<file path="src/rtl/zigzag_reorder_pp.sv">
// Ping-pong 8x8 coefficient reorder buffer for N_CH lockstep lanes.
// One bank fills in raster order while the other drains in zigzag or raster order.
module zigzag_reorder_pp #(
    parameter int DATA_WIDTH = 10,
    parameter int N_CH       = 3
) (
    input  logic                       clk,
    input  logic                       rst_n,
    input  logic                       mode_zz,
    input  logic                       in_valid,
    output logic                       in_ready,
    input  logic [N_CH*DATA_WIDTH-1:0] in_data,
    output logic                       out_valid,
    input  logic                       out_ready,
    output logic [N_CH*DATA_WIDTH-1:0] out_data,
    output logic [5:0]                 out_idx,
    output logic                       out_first,
    output logic                       out_last
);

    localparam int W = N_CH * DATA_WIDTH;

    localparam logic [5:0] ZZ [64] = '{
        6'd0,  6'd1,  6'd8,  6'd16, 6'd9,  6'd2,  6'd3,  6'd10,
        6'd17, 6'd24, 6'd32, 6'd25, 6'd18, 6'd11, 6'd4,  6'd5,
        6'd12, 6'd19, 6'd26, 6'd33, 6'd40, 6'd48, 6'd41, 6'd34,
        6'd27, 6'd20, 6'd13, 6'd6,  6'd7,  6'd14, 6'd21, 6'd28,
        6'd35, 6'd42, 6'd49, 6'd56, 6'd57, 6'd50, 6'd43, 6'd36,
        6'd29, 6'd22, 6'd15, 6'd23, 6'd30, 6'd37, 6'd44, 6'd51,
        6'd58, 6'd59, 6'd52, 6'd45, 6'd38, 6'd31, 6'd39, 6'd46,
        6'd53, 6'd60, 6'd61, 6'd54, 6'd47, 6'd55, 6'd62, 6'd63
    };

    // Both banks of all lanes share one wide word; address is {bank, index}.
    logic [W-1:0] ram_q [128];

    logic [5:0]   wr_ptr_q, wr_ptr_d;
    logic [5:0]   rd_ptr_q, rd_ptr_d;
    logic         wr_bank_q, wr_bank_d;
    logic         rd_bank_q, rd_bank_d;
    logic [1:0]   full_q, full_d;
    logic [1:0]   mode_q, mode_d;
    logic         out_valid_q, out_valid_d;
    logic         out_first_q, out_first_d;
    logic         out_last_q, out_last_d;
    logic [5:0]   out_idx_q, out_idx_d;
    logic [W-1:0] out_data_q, out_data_d;

    logic         wr_fire;
    logic         rd_issue;
    logic [5:0]   rd_addr;

    assign in_ready = !full_q[wr_bank_q];
    assign wr_fire  = in_valid && in_ready;
    assign rd_issue = full_q[rd_bank_q] && (!out_valid_q || out_ready);
    assign rd_addr  = mode_q[rd_bank_q] ? ZZ[rd_ptr_q] : rd_ptr_q;

    always_comb begin
        wr_ptr_d  = wr_ptr_q;
        wr_bank_d = wr_bank_q;
        mode_d    = mode_q;
        full_d    = full_q;
        if (wr_fire) begin
            wr_ptr_d = wr_ptr_q + 6'd1;
            if (wr_ptr_q == 6'd0) begin
                mode_d[wr_bank_q] = mode_zz;
            end
            if (wr_ptr_q == 6'd63) begin
                full_d[wr_bank_q] = 1'b1;
                wr_bank_d         = !wr_bank_q;
            end
        end

        // The read bank is full and the write bank is not, so these never collide.
        rd_ptr_d  = rd_ptr_q;
        rd_bank_d = rd_bank_q;
        if (rd_issue) begin
            rd_ptr_d = rd_ptr_q + 6'd1;
            if (rd_ptr_q == 6'd63) begin
                full_d[rd_bank_q] = 1'b0;
                rd_bank_d         = !rd_bank_q;
            end
        end
    end

    always_comb begin
        out_valid_d = out_valid_q;
        out_first_d = out_first_q;
        out_last_d  = out_last_q;
        out_idx_d   = out_idx_q;
        out_data_d  = out_data_q;
        if (rd_issue) begin
            out_valid_d = 1'b1;
            out_first_d = (rd_ptr_q == 6'd0);
            out_last_d  = (rd_ptr_q == 6'd63);
            out_idx_d   = rd_addr;
            out_data_d  = ram_q[{rd_bank_q, rd_addr}];
        end else if (out_ready) begin
            out_valid_d = 1'b0;
        end
    end

    always_ff @(posedge clk) begin
        if (wr_fire) begin
            ram_q[{wr_bank_q, wr_ptr_q}] <= in_data;
        end
    end

    always_ff @(posedge clk or negedge rst_n) begin
        if (!rst_n) begin
            wr_ptr_q    <= '0;
            rd_ptr_q    <= '0;
            wr_bank_q   <= 1'b0;
            rd_bank_q   <= 1'b0;
            full_q      <= '0;
            mode_q      <= '0;
            out_valid_q <= 1'b0;
            out_first_q <= 1'b0;
            out_last_q  <= 1'b0;
            out_idx_q   <= '0;
            out_data_q  <= '0;
        end else begin
            wr_ptr_q    <= wr_ptr_d;
            rd_ptr_q    <= rd_ptr_d;
            wr_bank_q   <= wr_bank_d;
            rd_bank_q   <= rd_bank_d;
            full_q      <= full_d;
            mode_q      <= mode_d;
            out_valid_q <= out_valid_d;
            out_first_q <= out_first_d;
            out_last_q  <= out_last_d;
            out_idx_q   <= out_idx_d;
            out_data_q  <= out_data_d;
        end
    end

    assign out_valid = out_valid_q;
    assign out_first = out_first_q;
    assign out_last  = out_last_q;
    assign out_idx   = out_idx_q;
    assign out_data  = out_data_q;

endmodule

</file>
<file path="config.mk">
export PLATFORM = sky130hd
export DESIGN_NAME = zigzag_reorder_pp
export DESIGN_NICKNAME = d
export VERILOG_FILES = /design/src/rtl/zigzag_reorder_pp.sv
export SDC_FILE = /design/constraint.sdc
export NUM_CORES = 2
export LEC_CHECK = 0
export BUFFER_PORTS_ARGS = -buffer_cell sky130_fd_sc_hd__buf_2
export CORE_ASPECT_RATIO = 2
export CORE_MARGIN = 3
export CORE_UTILIZATION = 45
export CTS_CLUSTER_DIAMETER = 60
export DETAILED_ROUTE_END_ITERATION = 8
export GPL_TIMING_DRIVEN = 0
export PLACE_DENSITY = 0.6
export SLEW_MARGIN = 20
export SYNTH_ARGS = -nofsm -noshare
export SYNTH_HDL_FRONTEND = slang
export SYNTH_SLANG_ARGS = --single-unit
</file>
<file path="constraint.sdc">
create_clock -name clk -period 7.3 [get_ports clk]
set_input_delay 2.19 -clock clk [delete_from_list [all_inputs] [get_ports clk]]
set_output_delay 2.19 -clock clk [all_outputs]
set_load 0.005 [all_outputs]
</file>
### After elaboration in Yosys (flattened, before gate mapping)

Memories as Yosys holds them, arrays and structs flattened. A register that Yosys moved wholly into a read port is not among the register bits.
Index checks and enable logic that the tools add are counted.

* memories kept: 2
* logic and storage cells: 63
* bits in read-only memories: 384
* bits of input ports: 35
* output and inout bits: 40
* bits in registers: 27
* RAM bits: 3840
* latch bits: 0

* bitwise logic cells: 4
* shifts and indexed selects: 0
* add/sub/neg operators: 2
* $lt $le $gt $ge: 5
* multipliers: 0
* divide/modulo/power cells: 0
* equal/unequal tests: 2
* reductions and logical operators: 16
* mux-type cells: 22

Memories
* ram_q: depth 128, bits a word 30, rd ports 1, clocked after memory_dff 1, wr ports 1, RTL line 35 `logic [W-1:0] ram_q [128];`
* (no name shown): depth 64, bits a word 6, rd ports 1, clocked after memory_dff 0, wr ports 0, RTL line 56 `assign rd_addr = mode_q[rd_bank_q] ? ZZ[rd_ptr_q] : rd_ptr_q;`

Operator list (number)
* 6-bit two-way mux: 3
* 6-bit by 1-bit adder with 6-bit output (second input constant): 2
* 6-bit equality test (second input constant): 2
* 6-bit zero test: 2
* 1-bit two-way mux: 12
* 2-bit two-way mux: 4
* 7-bit greater-or-equal comparator (second input constant): 1
* 6-bit inverter with 7-bit output: 1
* 2-bit AND reduction: 3
* 1-bit zero test: 5
* 1-bit logical AND: 4
* 1-bit by 2-bit less-than comparator with 1-bit output (second input constant): 2
* 2-bit bitwise AND: 1
* 2-bit bitwise mux: 1
* 1-bit demux with 1-bit select: 2
* 1-bit greater-or-equal comparator (second input constant): 2
* 2-bit inverter: 1
* 2-bit OR: 1
* 2-bit nonzero test: 1
* 1-bit logical OR: 1

### Longest topological paths before layout

* word-level depth: 10
* depth in mapped cells: 19
* gate-level depth less buffers: 13

### Worst setup path before layout

Ideal clock, no wire load.

* path kind: input to register
* start point: in in_valid
* end point: mem ram_q[127][0] in the netlist's numbering (enable)
* setup slack: 2.423 ns
* buffers on the path: 2
* library setup time: 0.417 ns
* required time: 6.883 ns
* cell stages on the path: 5
* arrival: 4.460 ns
* path through: and2_1 > clkbuf_1 > nand4_1 > clkbuf_1 > nor2_1

* longest elaborated chain between the ends: 3

Ends and longest elaborated chain
* start: declaration: RTL line 10 `input logic in_valid,`
* 1-bit logical AND: RTL line 54 `assign wr_fire = in_valid && in_ready;`
* 1-bit two-way mux: RTL line 104 `if (wr_fire) begin`
* 1-bit two-way mux (implied by the code): RTL line 105 `ram_q[{wr_bank_q, wr_ptr_q}] <= in_data;`
* end: declaration: RTL line 35

Every way passes these cells.

### Worst setup path in the final report

* start point: reg rd_ptr_q[1]
* end point: reg out_data_q[27], in the netlist out_data[27], read port of ram_q

* longest elaborated chain between the ends: 5

Ends and longest elaborated chain
* start: declaration: RTL line 38 `logic [5:0] rd_ptr_q, rd_ptr_d;`
* start signal: assignment: RTL line 124 `rd_ptr_q <= rd_ptr_d;`
* 6-bit inverter with 7-bit output (implied by the code): RTL line 56
* memory read 64 x 6 bit
* 6-bit two-way mux (implied by the code) (2 in series): RTL line 56
* 6-bit two-way mux (*): RTL line 56
* end: declaration: RTL line 47 `logic [W-1:0] out_data_q, out_data_d;`

Mark *: on every way between the ends. The rest lies on a longest branch, timed or not. The select of a mux whose other input is x is not followed.
A chain may end at the register's enable or synchronous reset.

==> results.md <==
- Slew of the pin with the lowest slew margin: 1400 ps
- Largest stage delay on the critical path: 1120 ps
- Critical Path RT: 8190 ps
- NumNets Final: between 10000 and 15000
- WL/cell: 35.3 µm
- Max Clk Rate: 135 MHz
- Layout cells sized above 1: 13.1%
- Outcome: finished with violations
- Period utilization: 102%
- Post-route DRC: 0
- Gate family responsible for the most delay along the worst path: simple AND/OR/NAND/NOR gates
- Count of flip-flops with a built-in enable after synthesis: 3840
- Placeable Area: 0.341 mm²
- CTS tree: done
- Setup-failing EPs final: 1
- Antenna violations before repair: 50
- Setup Fix Bufs, Post-CTS: 0
- Crit-path cells: inv_1, ha_1, clkbuf_1, nor2b_1, o31ai_1, nand4_1, o211ai_2, nand2_1, nor2_2, clkbuf_1, buf_2, nand3_1, a31oi_1, nor4_1, nor3_1
- Register area share after synthesis: 75.7%
- Fraction of synthesis flops using an asynchronous set or reset pin: 1.46%
- Drt initial violations: between 10000 and 15000
- Relative contribution of combinational cells to total power: about a tenth
- Post-route clock skew: 60.2 ps
- Area of the die: 0.350 mm²
- Max-slew violation total from the final report: 0
- Ys flop type: sky130_fd_sc_hd__edfxtp_1
- Number of global-route vias before repair: about 98000
- Setup TNS: -135 ps
- CTS Hold Bufs: 0
- Count of port buffers added during placement: 74
- Aggregate global-route resource usage: between 30% and 40%
- Final core utilization: 52.1%
- Worst setup path start: rd_ptr_q[1]
- Pin count of the biggest net entering global routing: 109
- Internal power of the cells: 35.6 mW
- Arrival time at the worst endpoint: 8320 ps
- Number of top-level design ports: 75
- Worst-path clk slew: 70 ps
- Die Span Y: 834 µm
- Number of distinct library cells after synthesis: 74
- # clock sinks: 3897
- Number of nets produced by synthesis: about 11000
- Synthesized area: around 0.15 mm²
- RSZ-0062 raised after global routing: no
- Std-Cell Rows: 303
- NetSw: between 10 and 15 mW
- Worst setup EP type: flip-flop
- Worst-case setup slack after placement: around 240 ps
- Number of max-cap violations: 0
- Cell count after synthesis: 10900
- Final critical delay including setup and external delays: 7430 ps
- Switching part of the total: between 20% and 30%
- Avg Inst Size Synth: 14.1 µm²
- CTS buffer count: 337
- Top fanout value on the critical path: 11
- DR vias: 100000
- Worst min-delay path startpoint: out_idx[1]
- Worst setup path class: reg -> reg
- Worst hold-check path type: reg -> reg
- Later-pin clock latency in the skew report: 970 ps
- Initial Util: 45.3%
- Cell chosen for the clock root: sky130_fd_sc_hd__clkbuf_16
- Peak supply drop: 0.000232 V
- Total number of H-tree levels: 5
- Number of standard cells in the layout, taps in and fillers out: 16300
- Post-detailed-route count of antenna-violating nets: 0
- Portion of total power attributed to the clock network: between 30% and 40%
- Leakage Power: 58.3 nW
- Final Hold Vio Count: 0
- Violated checks: negative setup slack
- Hold Worst Slack: slightly below 500 ps
- Power density over the cells: 267 mW/mm²
- Die Wd: 420 µm
- #FFs+latches synth: 3897
- Clock buffer depth: 4
- Share of power burned in registers: 52.9%
- Buffers and inverters on the worst path: 4
- Final GP Congestion: 1.09
- HPWL after detailed placement: 417000 µm
- Initial DRT Pass Iterations: 9
- Yosys Warn Count: 0
- Wire length of the first global-routing pass: 782000 µm
- Area growth, synth to finish: 15.1%
- Routed via count divided by cell count: just over 6
- Cell mode on critical path: sky130_fd_sc_hd__clkbuf_1
- Post-route worst setup slack: -135 ps
- R2r startpoint: rd_ptr_q[1]
- Number of filler instances in the final layout: 27900
- Post-Route WL: 577000 µm
- Critical Path Source Type: flip-flop
- Worst rel slew slack: 6.42%
- DP Cell Count: 15700
- Global-route congestion overflow total: 0
- Cts repair resizes: 0
- Slowest-stage cell, CP: sky130_fd_sc_hd__a31oi_1
-- cells by family (layout without fill, tap and decap cells) --
| group | Yosys count | count (layout) | share of synthesized area (%) |
|---|---|---|---|
| and+or+nand+nor | 4400 | 4400 | 12.2 |
| DFF | 3897 | 3897 | 75.7 |
| AOI/OAI and AO/OA | 1232 | 1232 | 5.20 |
| buffers and inverters | 732 | 1644 | 2.50 |
| muxes | 652 | 652 | 4.28 |
| adders and majority gates | 15 | 15 | 0.122 |
| xor gates and xnor gates | 13 | 13 | 0.0738 |
| other | 0 | 43 | 0 |
-- placed cells by master, fill, tap and decap left out, drive strengths merged, types with 9 or more instances in the layout --
| cell | instances |
|---|---|
| o221ai | 120 |
| a211oi | 9 |
| nand3 | 1188 |
| clkinvlp | 13 |
| nor3 | 124 |
| clkbuf | 686 |
| nand2 | 2712 |
| o21ai | 111 |
| nor2 | 168 |
| nor2b | 13 |
| a22oi | 34 |
| o31ai | 57 |
| o22ai | 61 |
| nand3b | 27 |
| nor4 | 114 |
| nand4 | 38 |
| a21oi | 458 |
| mux2 | 64 |
| a221oi | 32 |
| a32oi | 35 |
| clkinv | 129 |
| mux2i | 588 |
| xnor2 | 12 |
| buf | 765 |
| a31oi | 179 |
| a22o | 31 |
| bufinv | 26 |
| ha | 15 |
| diode | 43 |
| inv | 25 |
| a41oi | 60 |
| dfrtp | 57 |
| edfxtp | 3840 |
-- worst register-to-register path, cell delays in order (launching register included) --
cell and delay, ps:
sky130_fd_sc_hd__dfrtp_1 660, sky130_fd_sc_hd__inv_1 340, sky130_fd_sc_hd__ha_1 360, sky130_fd_sc_hd__clkbuf_1 410
sky130_fd_sc_hd__nor2b_1 150, sky130_fd_sc_hd__o31ai_1 250, sky130_fd_sc_hd__nand4_1 180, sky130_fd_sc_hd__o211ai_2 290
sky130_fd_sc_hd__nand2_1 830, sky130_fd_sc_hd__nor2_2 830, sky130_fd_sc_hd__clkbuf_1 730, sky130_fd_sc_hd__buf_2 370
sky130_fd_sc_hd__nand3_1 160, sky130_fd_sc_hd__a31oi_1 1120, sky130_fd_sc_hd__nor4_1 400, sky130_fd_sc_hd__nor3_1 280
-- sequential cells by signal, summed over array words and instances, names as in the netlist --
name / count
ram_q: 3840
out_idx: 6
full_q: 2
rd_bank_q: 1
out_valid: 1
wr_ptr_q: 6
out_last: 1
mode_q: 2
out_first: 1
wr_bank_q: 1
rd_ptr_q: 6
out_data: 30
-- path summary, 6_finish.rpt --
check                                     to  slack, ps  depth (start not counted)
max in group asynchronous        out_data[5]       5590                          2
worst min register to register    out_idx[1]        490                          2
worst min-delay path              out_idx[1]        490                          2
min in group asynchronous         out_idx[5]       1090                          1
worst max register to register  out_data[27]       -130                         15
worst max-delay path            out_data[27]       -130                         15
-- cell type report --
cell class                 instances  area [µm²]  share of cell area (%)
timing repair buffer             318        5440                    3.06
clock buffer                     414        8870                    4.99
clock inverter                   180        1620                   0.913
tap                             4422        5530                    3.12
sequential                      3897      117000                    65.7
antenna                           43         108                  0.0606
inverter                          13        48.8                  0.0275
buffer                           719        3830                    2.16
multi-input combinational       6312       35400                    19.9
-- metal layers --
metal  wire, µm  GRT usage (%)  vias up
met4      70500           32.6        8
met5        133          0.486        -
li1           -              -    42300
met1     176000           33.0    50100
met2     281000           54.0     5674
met3      49400           8.10     1875
-- metrics by stage --
| step | cell area, µm² | power [mW] |
|---|---|---|
| after global placement | 160000 | 29.6 |
| after detailed placement | 167000 | 30.0 |
| after CTS | 177000 | 47.4 |
| after global routing | 178000 | 48.5 |
| after floorplan | 154000 | 27.5 |
| final | 178000 | 47.5 |
-- Yosys cell counts, types with 57 or more instances --
cell                       count  area [µm²]
sky130_fd_sc_hd__o221ai_1    120        1050
sky130_fd_sc_hd__o22ai_1      61         382
sky130_fd_sc_hd__edfxtp_1   3840      115000
sky130_fd_sc_hd__o21ai_0      83         415
sky130_fd_sc_hd__buf_2       276        1380
sky130_fd_sc_hd__nand2_1    2710       10200
sky130_fd_sc_hd__nor3_1      119         596
sky130_fd_sc_hd__a21oi_1     458        2290
sky130_fd_sc_hd__o31ai_1      57         428
sky130_fd_sc_hd__buf_4        78         586
sky130_fd_sc_hd__clkbuf_1    272        1020
sky130_fd_sc_hd__a41oi_1      59         517
sky130_fd_sc_hd__dfrtp_1      57        1430
sky130_fd_sc_hd__nand3_1    1188        5950
sky130_fd_sc_hd__mux2_2       62         698
sky130_fd_sc_hd__a31oi_1     179        1120
sky130_fd_sc_hd__mux2i_1     588        5890
sky130_fd_sc_hd__nor2_1      168         631
sky130_fd_sc_hd__nor4_1      114         713
-- power groups by stage --
stage | clock network [mW] | logic, mW | registers [mW]
2_1_floorplan | 0 | 1.93 | 25.6
3_3_place_gp | 0 | 3.92 | 25.7
3_5_place_dp | 0 | 4.39 | 25.6
4_1_cts | 17.9 | 4.40 | 25.1
5_1_grt | 18.7 | 4.68 | 25.1
6_report | 17.8 | 4.55 | 25.1
No activity file was read; power rests on OpenSTA's default activity.
